### src/rtl/mem_access_unit.sv
// MEM-stage data-memory access unit: formats one load/store per instruction,
// runs it over a req/ack handshake and stalls upstream until it completes.
module mem_access_unit #(
  parameter int TIMEOUT = 16,
  parameter int CNT_W   = 5
) (
  input  logic        clk,
  input  logic        rst_n,
  input  logic        mem_read,
  input  logic        mem_write,
  input  logic [1:0]  mem_size,
  input  logic        mem_signed,
  input  logic [31:0] addr,
  input  logic [31:0] wdata,
  output logic        stall,
  output logic        dmem_req,
  output logic        dmem_we,
  output logic [31:0] dmem_addr,
  output logic [3:0]  dmem_be,
  output logic [31:0] dmem_wdata,
  input  logic        dmem_ack,
  input  logic [31:0] dmem_rdata,
  output logic [31:0] load_data,
  output logic        result_valid,
  output logic        misalign_exc,
  output logic        bus_err
);

  // state | meaning
  // IDLE  | waiting for an access; illegal accesses flagged here
  // BUSY  | dmem_req held, waiting for ack or timeout
  // DONE  | result_valid (and bus_err on timeout) for one cycle
  typedef enum logic [1:0] {IDLE, BUSY, DONE} state_t;

  localparam logic [1:0] SZ_BYTE = 2'b00;
  localparam logic [1:0] SZ_HALF = 2'b01;
  localparam logic [1:0] SZ_WORD = 2'b10;
  localparam logic [CNT_W-1:0] CNT_LAST = CNT_W'(TIMEOUT - 1);

  state_t            state, state_nxt;
  logic [CNT_W-1:0]  cnt;
  logic [1:0]        off_q;
  logic [1:0]        size_q;
  logic              signed_q;

  logic              access;
  logic              bad;
  logic              accept;
  logic              timeout_hit;
  logic [3:0]        be_c;
  logic [31:0]       wdata_c;
  logic [31:0]       lane;
  logic [31:0]       load_fmt;

  assign access = mem_read | mem_write;
  assign bad    = (mem_read & mem_write) | (mem_size == 2'b11) |
                  ((mem_size == SZ_HALF) & addr[0]) |
                  ((mem_size == SZ_WORD) & (addr[1:0] != 2'b00));
  assign accept = (state == IDLE) & access & ~bad;
  assign timeout_hit = (cnt == CNT_LAST);

  // Gated by rst_n so an asserted reset releases the pipeline immediately,
  // even while the held instruction is still presented.
  assign stall = rst_n & (accept | (state == BUSY));

  always_comb begin
    be_c    = 4'b1111;
    wdata_c = wdata;
    case (mem_size)
      SZ_BYTE: begin
        be_c    = 4'b0001 << addr[1:0];
        wdata_c = {4{wdata[7:0]}};
      end
      SZ_HALF: begin
        be_c    = addr[1] ? 4'b1100 : 4'b0011;
        wdata_c = {2{wdata[15:0]}};
      end
      default: begin
        be_c    = 4'b1111;
        wdata_c = wdata;
      end
    endcase
  end

  always_comb begin
    lane     = dmem_rdata >> {off_q, 3'b000};
    load_fmt = dmem_rdata;
    case (size_q)
      SZ_BYTE: load_fmt = {{24{signed_q & lane[7]}}, lane[7:0]};
      SZ_HALF: load_fmt = {{16{signed_q & lane[15]}}, lane[15:0]};
      default: load_fmt = dmem_rdata;
    endcase
  end

  always_ff @(posedge clk or negedge rst_n) begin
    if (!rst_n) state <= IDLE;
    else        state <= state_nxt;
  end

  always_comb begin
    state_nxt = state;
    case (state)
      IDLE:    if (accept) state_nxt = BUSY;
      BUSY:    if (dmem_ack || timeout_hit) state_nxt = DONE;
      DONE:    state_nxt = IDLE;
      default: state_nxt = IDLE;
    endcase
  end

  always_ff @(posedge clk or negedge rst_n) begin
    if (!rst_n) begin
      cnt          <= '0;
      off_q        <= 2'b00;
      size_q       <= 2'b00;
      signed_q     <= 1'b0;
      dmem_req     <= 1'b0;
      dmem_we      <= 1'b0;
      dmem_addr    <= '0;
      dmem_be      <= '0;
      dmem_wdata   <= '0;
      load_data    <= '0;
      result_valid <= 1'b0;
      misalign_exc <= 1'b0;
      bus_err      <= 1'b0;
    end else begin
      result_valid <= 1'b0;
      misalign_exc <= 1'b0;
      bus_err      <= 1'b0;
      case (state)
        IDLE: begin
          if (access && bad) begin
            misalign_exc <= 1'b1;
          end else if (accept) begin
            cnt        <= '0;
            off_q      <= addr[1:0];
            size_q     <= mem_size;
            signed_q   <= mem_signed;
            dmem_req   <= 1'b1;
            dmem_we    <= mem_write;
            dmem_addr  <= {addr[31:2], 2'b00};
            dmem_be    <= be_c;
            dmem_wdata <= wdata_c;
          end
        end
        BUSY: begin
          // An ack on the final counted cycle still completes normally.
          if (dmem_ack) begin
            dmem_req     <= 1'b0;
            load_data    <= dmem_we ? 32'h0 : load_fmt;
            result_valid <= 1'b1;
          end else if (timeout_hit) begin
            dmem_req     <= 1'b0;
            load_data    <= 32'h0;
            bus_err      <= 1'b1;
            result_valid <= 1'b1;
          end else begin
            cnt <= cnt + CNT_W'(1);
          end
        end
        default: ;
      endcase
    end
  end

endmodule

### config.mk
export PLATFORM = sky130hd
export DESIGN_NAME = mem_access_unit
export DESIGN_NICKNAME = d
export VERILOG_FILES = /design/src/rtl/mem_access_unit.sv
export SDC_FILE = /design/constraint.sdc
export NUM_CORES = 1
export LEC_CHECK = 0
export CORE_MARGIN = 2
export CORE_UTILIZATION = 30
export CTS_CLUSTER_SIZE = 12
export DETAILED_ROUTE_END_ITERATION = 8
export SLEW_MARGIN = 10
export SYNTH_ARGS = -nofsm -noshare
export SYNTH_HDL_FRONTEND = slang
export SYNTH_SLANG_ARGS = --single-unit
### constraint.sdc
create_clock -name clk -period 6 [get_ports clk]
set_clock_uncertainty 0.1 [all_clocks]
set_input_delay 0.9 -clock clk [delete_from_list [all_inputs] [get_ports clk]]
set_output_delay 0.9 -clock clk [all_outputs]
set_load 0.005 [all_outputs]
==> results of run 1 <==
state kept, by name (all words and copies together), names as in the netlist:
register and flops:
off_q 2, dmem_addr 30, size_q 2, load_data 32, cnt 5, dmem_req 1
result_valid 1, dmem_be 4, misalign_exc 1, dmem_we 1, state 2, bus_err 1
dmem_wdata 32, signed_q 1
final cells by class:
type / instances / area share (%)
Sequential cell: 115 / 35.33
Multi-Input combinational cell: 316 / 28.10
Timing Repair Buffer: 213 / 25.96
Clock buffer: 27 / 6.544
Tap cell: 225 / 3.456
Inverter: 8 / 0.3687
Clock inverter: 4 / 0.2458
where the power goes:
part | switching (mW) | internal [mW]
clock | 0.330 | 0.599
sequential | 0.257 | 1.12
combinational | 0.559 | 0.936
path summary, 6_finish.rpt:
| kind | to | slack, ns | depth (start not counted) |
|---|---|---|---|
| hold reg to reg | dmem_req | 0.38 | 2 |
| setup / recovery | stall | 1.46 | 7 |
| max in group asynchronous | dmem_wdata[15] | 4.02 | 2 |
| hold / removal | dmem_req | 0.38 | 2 |
| setup reg to reg | dmem_addr[12] | 2.91 | 5 |
| min in group asynchronous | dmem_addr[23] | 0.39 | 1 |
per-stage QoR:
step	total power [mW]	setup slack (ns)	instances	hold slack [ns]
6_report	3.799	1.457	908	0.3811
5_1_grt	4.046	1.350	908	0.4129
4_1_cts	3.861	1.482	908	0.3857
3_5_place_dp	2.898	1.499	877	0.3731
3_3_place_gp	2.863	1.603	877	0.3683
2_1_floorplan	1.983	3.143	470	0.3600
kinds of logic after synthesis:
group,count (synthesis)
XOR/XNOR,2
AND/OR/NAND/NOR,86
buffers and inverters,39
flip-flops,115
other,1
multiplexers,90
adder cells (fa/ha/maj),2
AO/OA/AOI/OAI,134
placed cells by master (no fill, tap or decap), types with 3 or more instances in the layout:
cell type        instances
a21oi_1                 11
a22o_1                   3
a22oi_1                 24
and2_1                   8
buf_4                    7
clkbuf_1                 3
clkbuf_16               17
clkbuf_8                 7
clkdlybuf4s50_1        206
clkinv_2                 4
dfrtp_1                115
inv_1                    8
mux2_2                  43
mux2_4                  14
mux2i_1                 32
nand2_1                 29
nand2b_1                 9
nand3_1                  9
nor2_1                  15
nor2b_1                  5
o21ai_0                 85
tightest hold or removal path, delay by kind of cell, from the launching register on:
| family | cells | cell delay [ns] |
|---|---|---|
| flops | 1 | 0.34 |
| simple gates | 2 | 0.11 |
routing by layer:
| layer | part of all wire [%] | track usage [%] | up-vias |
|---|---|---|---|
| met2 | 49 | 27.64 | 173 |
| met1 | 42 | 20.84 | 2173 |
| li1 | - | - | 2082 |
| met5 | 0 | 0 | - |
| met4 | 0.57 | 4.296 | 0 |
| met3 | 8.4 | 6.291 | 11 |
==> out/metrics.cfg, run 1 <==
[logic_synthesis]
synth_cells = 469
synth_mux_area_share_pct = 19.19
synth_cell_types = 43
synthSimpleGateAreaFrac_pct = 8.095
ys.flop_type = dfrtp_1
synthAdderAreaFrac_pct = 0.4679
yosys-top-cells-area = dfrtp_1, mux2_2, o21ai_0
yosys-top-cells-count = dfrtp_1, o21ai_0, mux2_2
ys_ff_latch = 115
avgSynthCellArea_um2 = 11.40
yosysWarnings = 0
post-synth-top-count-cell = dfrtp_1
synth_top_family_by_area = multiplexers
synth-xor-area-share_pct = 0.3276
synthArstFlopShare_pct = 100.0
synth_area_leader_cell = dfrtp_1
netlist_area_mm2 = 0.005348
synth-compound-area-share_pct = 14.41
ys_seq_area_share_pct = 53.81
synth_edf_count = 0
synth_top_cell_area_share_pct = 53.81

[placement]
placed_cell_area_mm2 = 0.007592
gp_congestion = 0.8388
dp_hpwl_um = 11440
port_buffers = 207

[clocking]
holdBufCountCts = 0
numCtsBuffers = 17
cts_tree = built
cts_resized = 0
cts-root-buf = clkbuf_16
cts.sinks = 115
cts_setup_buffers = 0
clock_latency_ns = 0.41
cts.reportedPaths.clkPinSlew_ns = 0.05
clk_path_buf_depth = 2
cts_max_level = 4

[floorplanning]
dieArea_mm2 = 0.01891
initial_utilization_pct = 30.81
coreArea_mm2 = 0.01736
chipWidth_um = 137.5
chipHeight_um = 137.5
rows = 48
io_pins = 210

[global_route]
grt_max_degree = 74
overflow = 0
antenna_found_initial = 0
grt_pass1_wl_um = 24010
track_usage_pct = 16.81
grt_pass1_vias = 4498

[setup_path]
critPathCaptureType = output port
startpoint_type = input port
crit_start = mem_size[0]
critical_path_peak_fanout = 21
worst_ep_required_time_ns = 5.00
slowest_delay_ns = 0.80
worstSetupPathType = in -> out
r2r_start = state[0]
cp_top_family = buffers and inverters
path_cells = clkdlybuf4s50_1 -> nor2_4 -> a21oi_2 -> buf_4 -> or2_1 -> a21boi_0 -> clkdlybuf4s50_1
cp_common_cell = clkdlybuf4s50_1
slowest_stage = clkdlybuf4s50_1
critical_path_buf_inv_count = 3
critPathArrivalTime_ns = 3.54

[run]
cap_viol_max_count = 0

[pwr]
peakVddDrop_uv = 223.7
p_leak_nw = 3.453
powerDensity_mw_per_mm2 = 466.4

[cells_and_area]
fin_nets = 777
multi_input_area_mm2 = 0.002288
regArea_mm2 = 0.002878
areaGrowthSynthToFinish_pct = 52.32
nFillCells = 1567
antenna_cells = 0
final_core_util_pct = 46.93
fin_area_mm2 = 0.008145
drive_above_1_share_pct = 14.49

[sta]
max_freq_ghz = 0.2201
final_max_slew_viol_count = 0
period_share_pct = 75.72
worstMarginPinSlew_ns = 0.9597
max_slew_margin_pct = 36.02
rsz0062_at_grt = false
setup_violations = 0
hold_violations = 0
fin_tns_setup_ns = 0
layout_min_cycle_time_ns = 4.543

[route]
initialDrtViolationCount = 280
postRouteAntennaNets = 0
drt-wirelength-per-cell_um = 17.60
drtPass1Iterations = 5
vias = 4439
drc_errors = 0
wl_um = 15980
via_per_inst = 4.889

[min_path]
worstHoldStart = dmem_req
hold_path_class = reg -> reg

[outcome]
status = finished, final reports clean

Power figures use the tool's default switching activity.
==> run 2: changes to the inputs <==
==> constraint.sdc (replaced) <==
create_clock -name clk -period 4.5 [get_ports clk]
set_clock_uncertainty 0.1 [all_clocks]
set_input_delay 0.675 -clock clk [delete_from_list [all_inputs] [get_ports clk]]
set_output_delay 0.675 -clock clk [all_outputs]
set_load 0.005 [all_outputs]
==> run 2 against run 1 <==
  * Sequential share of layout area fell by 0.46 points
  * Worst hold slack got worse by 0.28 ns
  * Total power rose by 38%
  * Via count rose by 0.34%
  * Die area did not move
  * Register-to-register slack got worse by 0.84 ns
  * Flip-flop and latch count did not move
  * Non-clock buffer count rose by 5
  * Cell area rose by 1.3%
==> out/metrics.cfg, run 2 (synthesis gave the netlist of run 1 again) <==
[outcome]
status = finished, final reports clean  ; unchanged

[cells_and_area]
final_common_cell = clkdlybuf4s50_1  ; unchanged
reg_top3 = dmem_wdata (32), load_data (32), dmem_addr (30)  ; unchanged
mostFrequentLayoutCells = clkdlybuf4s50_1, dfrtp_1, o21ai_0  ; unchanged
areaGrowthSynthToFinish_pct = 54.33  ; was 52.32%
fin_nets = 782  ; was 777
final_cells = 914  ; was 908
antenna_cells = 0  ; unchanged
drive_above_1_share_pct = 15.53  ; was 14.49%

[clocking]
numCtsBuffers = 17  ; unchanged
cts_setup_buffers = 0  ; unchanged
cts_tree = built  ; unchanged
clk_path_buf_depth = 2  ; unchanged
cts.sinks = 115  ; unchanged
cts_max_level = 4  ; unchanged
cts_resized = 0  ; unchanged
cts-root-buf = clkbuf_16  ; unchanged
cts.reportedPaths.clkPinSlew_ns = 0.05  ; about the same
clock_latency_ns = 0.41  ; about the same
holdBufCountCts = 0  ; unchanged

[floorplanning]
coreArea_mm2 = 0.01736  ; unchanged
chipHeight_um = 137.5  ; unchanged
initial_utilization_pct = 30.81  ; unchanged
rows = 48  ; unchanged
chipWidth_um = 137.5  ; unchanged
io_pins = 210  ; unchanged
dieArea_mm2 = 0.01891  ; unchanged

[setup_path]
critPathCaptureType = output port  ; unchanged
cp-endpoint = stall  ; unchanged
slowest_stage = clkdlybuf4s50_1  ; unchanged
critical_path_buf_inv_count = 3  ; unchanged
worst_ep_required_time_ns = 3.72  ; was 5.00 ns
slowest_delay_ns = 0.64  ; was 0.80 ns
r2r_cells = 4  ; was 5
cp_top_family = buffers and inverters  ; unchanged
critPathArrivalTime_ns = 2.94  ; was 3.54 ns
cp_common_cell = clkdlybuf4s50_1  ; unchanged
crit_start = mem_size[0]  ; unchanged
reg2reg_slack_ns = 2.07  ; was 2.91 ns
r2r_end = load_data[16]  ; was dmem_addr[12]
critical_path_peak_fanout = 7  ; was 21
r2r_start = off_q[1]  ; was state[0]
startpoint_type = input port  ; unchanged
cp_num_cells = 7  ; unchanged
worstSetupPathType = in -> out  ; unchanged
path_cells = clkdlybuf4s50_1 -> buf_4 -> o21ai_1 -> a21oi_2 -> or2_1 -> a21boi_0 -> clkdlybuf4s50_1  ; was clkdlybuf4s50_1 -> nor2_4 -> a21oi_2 -> buf_4 -> or2_1 -> a21boi_0 -> clkdlybuf4s50_1

[route]
top_layer = met4  ; unchanged
drt-met1-wl_um = 6645  ; was 6773 um
vias = 4454  ; was 4439
wl_um = 16240  ; was 15980 um
met3WireLength_um = 1593  ; was 1349 um
postRouteAntennaNets = 0  ; unchanged
drc_errors = 0  ; unchanged
drt-wirelength-per-cell_um = 17.77  ; was 17.60 um
drtPass1Iterations = 4  ; was 5
met2_length_um = 7760  ; was 7769 um
via_per_inst = 4.873  ; was 4.889
initialDrtViolationCount = 240  ; was 280

[sta]
layout_min_cycle_time_ns = 3.716
worstMarginPinSlew_ns = 0.8993  ; was 0.9597 ns
rsz0062_at_grt = false  ; unchanged
fin_tns_setup_ns = 0  ; unchanged
period_share_pct = 82.58
max_slew_margin_pct = 40.04  ; was 36.02%
max_freq_ghz = 0.2691
hold_violations = 0  ; unchanged
finalWorstSetupSlack_ns = 0.7839  ; was 1.457 ns
setup_violations = 0  ; unchanged
final_max_slew_viol_count = 0  ; unchanged

[global_route]
track_usage_pct = 17.24  ; was 16.81%
grt_pass1_vias = 4613  ; was 4498
overflow = 0  ; unchanged
grt_pass1_wl_um = 24790  ; was 24010 um
antenna_found_initial = 0  ; unchanged
grt_max_degree = 46  ; was 74

[pwr]
peakVddDrop_uv = 314.5  ; was 223.7 uV
power_mw = 5.245  ; was 3.799 mW
powerDensity_mw_per_mm2 = 635.6  ; was 466.4 mW/mm2
p_leak_nw = 3.504  ; was 3.453 nW

[placement]
gp_congestion = 0.7942  ; was 0.8388
dp_hpwl_um = 11740  ; was 11440 um
dp.cells = 882  ; was 877
port_buffers = 207  ; unchanged
dp_worst_setup_slack_ns = 0.7817  ; was 1.499 ns

[run]
cap_viol_max_count = 0  ; unchanged

[min_path]
hold_path_class = in -> async  ; was reg -> reg

run 2: cell types whose count changed in the layout (fill, tap and decap cells not counted):
cell        delta
buf_4          +5
bufinv_16      +3
clkbuf_1       -2
clkbuf_8       -2
clkinvlp_4     +2
run 2: power breakdown:
group / switching (mW) / total [mW] / internal [mW]
registers: 0.334 / 1.82 / 1.49
clock network: 0.468 / 1.41 / 0.940
logic: 0.757 / 2.01 / 1.26
run 2: worst min-delay path by stage:
stage                             start  slack [ns]             to  cells past startpoint
after floorplan                   rst_n        0.28        bus_err                      0
after global placement    load_data[15]        0.37  load_data[15]                      2
after detailed placement  load_data[15]        0.37  load_data[15]                      2
after CTS                         rst_n        0.10  dmem_addr[26]                      1
after global routing              rst_n        0.12  dmem_addr[26]                      1
final                             rst_n        0.10  dmem_addr[26]                      1
run 2: metal layers:
layer | vias to the layer above | GRT usage (%)
met5 | - | 0
met4 | 0 | 6.586
met3 | 16 | 5.519
met2 | 195 | 28.08
met1 | 2154 | 21.33
li1 | 2089 | -
run 2: stage by stage:
step	hold WS [ns]	cell area (um2)	util, %
after floorplan	0.2794	5351	-
after global placement	0.3700	7630	43.96
after detailed placement	0.3734	7630	43.96
after CTS	0.1005	8253	47.55
after global routing	0.1177	8253	47.55
final	0.1015	8253	47.55
run 2: area by class of cell:
cell class / instances / area [um2]
inverters: 8 / 30.03
fillers: 1566 / 9104
flip-flops and latches: 115 / 2878
well taps: 225 / 281.5
repair buffers: 218 / 2152
multi-input cells: 316 / 2288
clock inverters: 9 / 125.1
clock buffers: 23 / 498.0
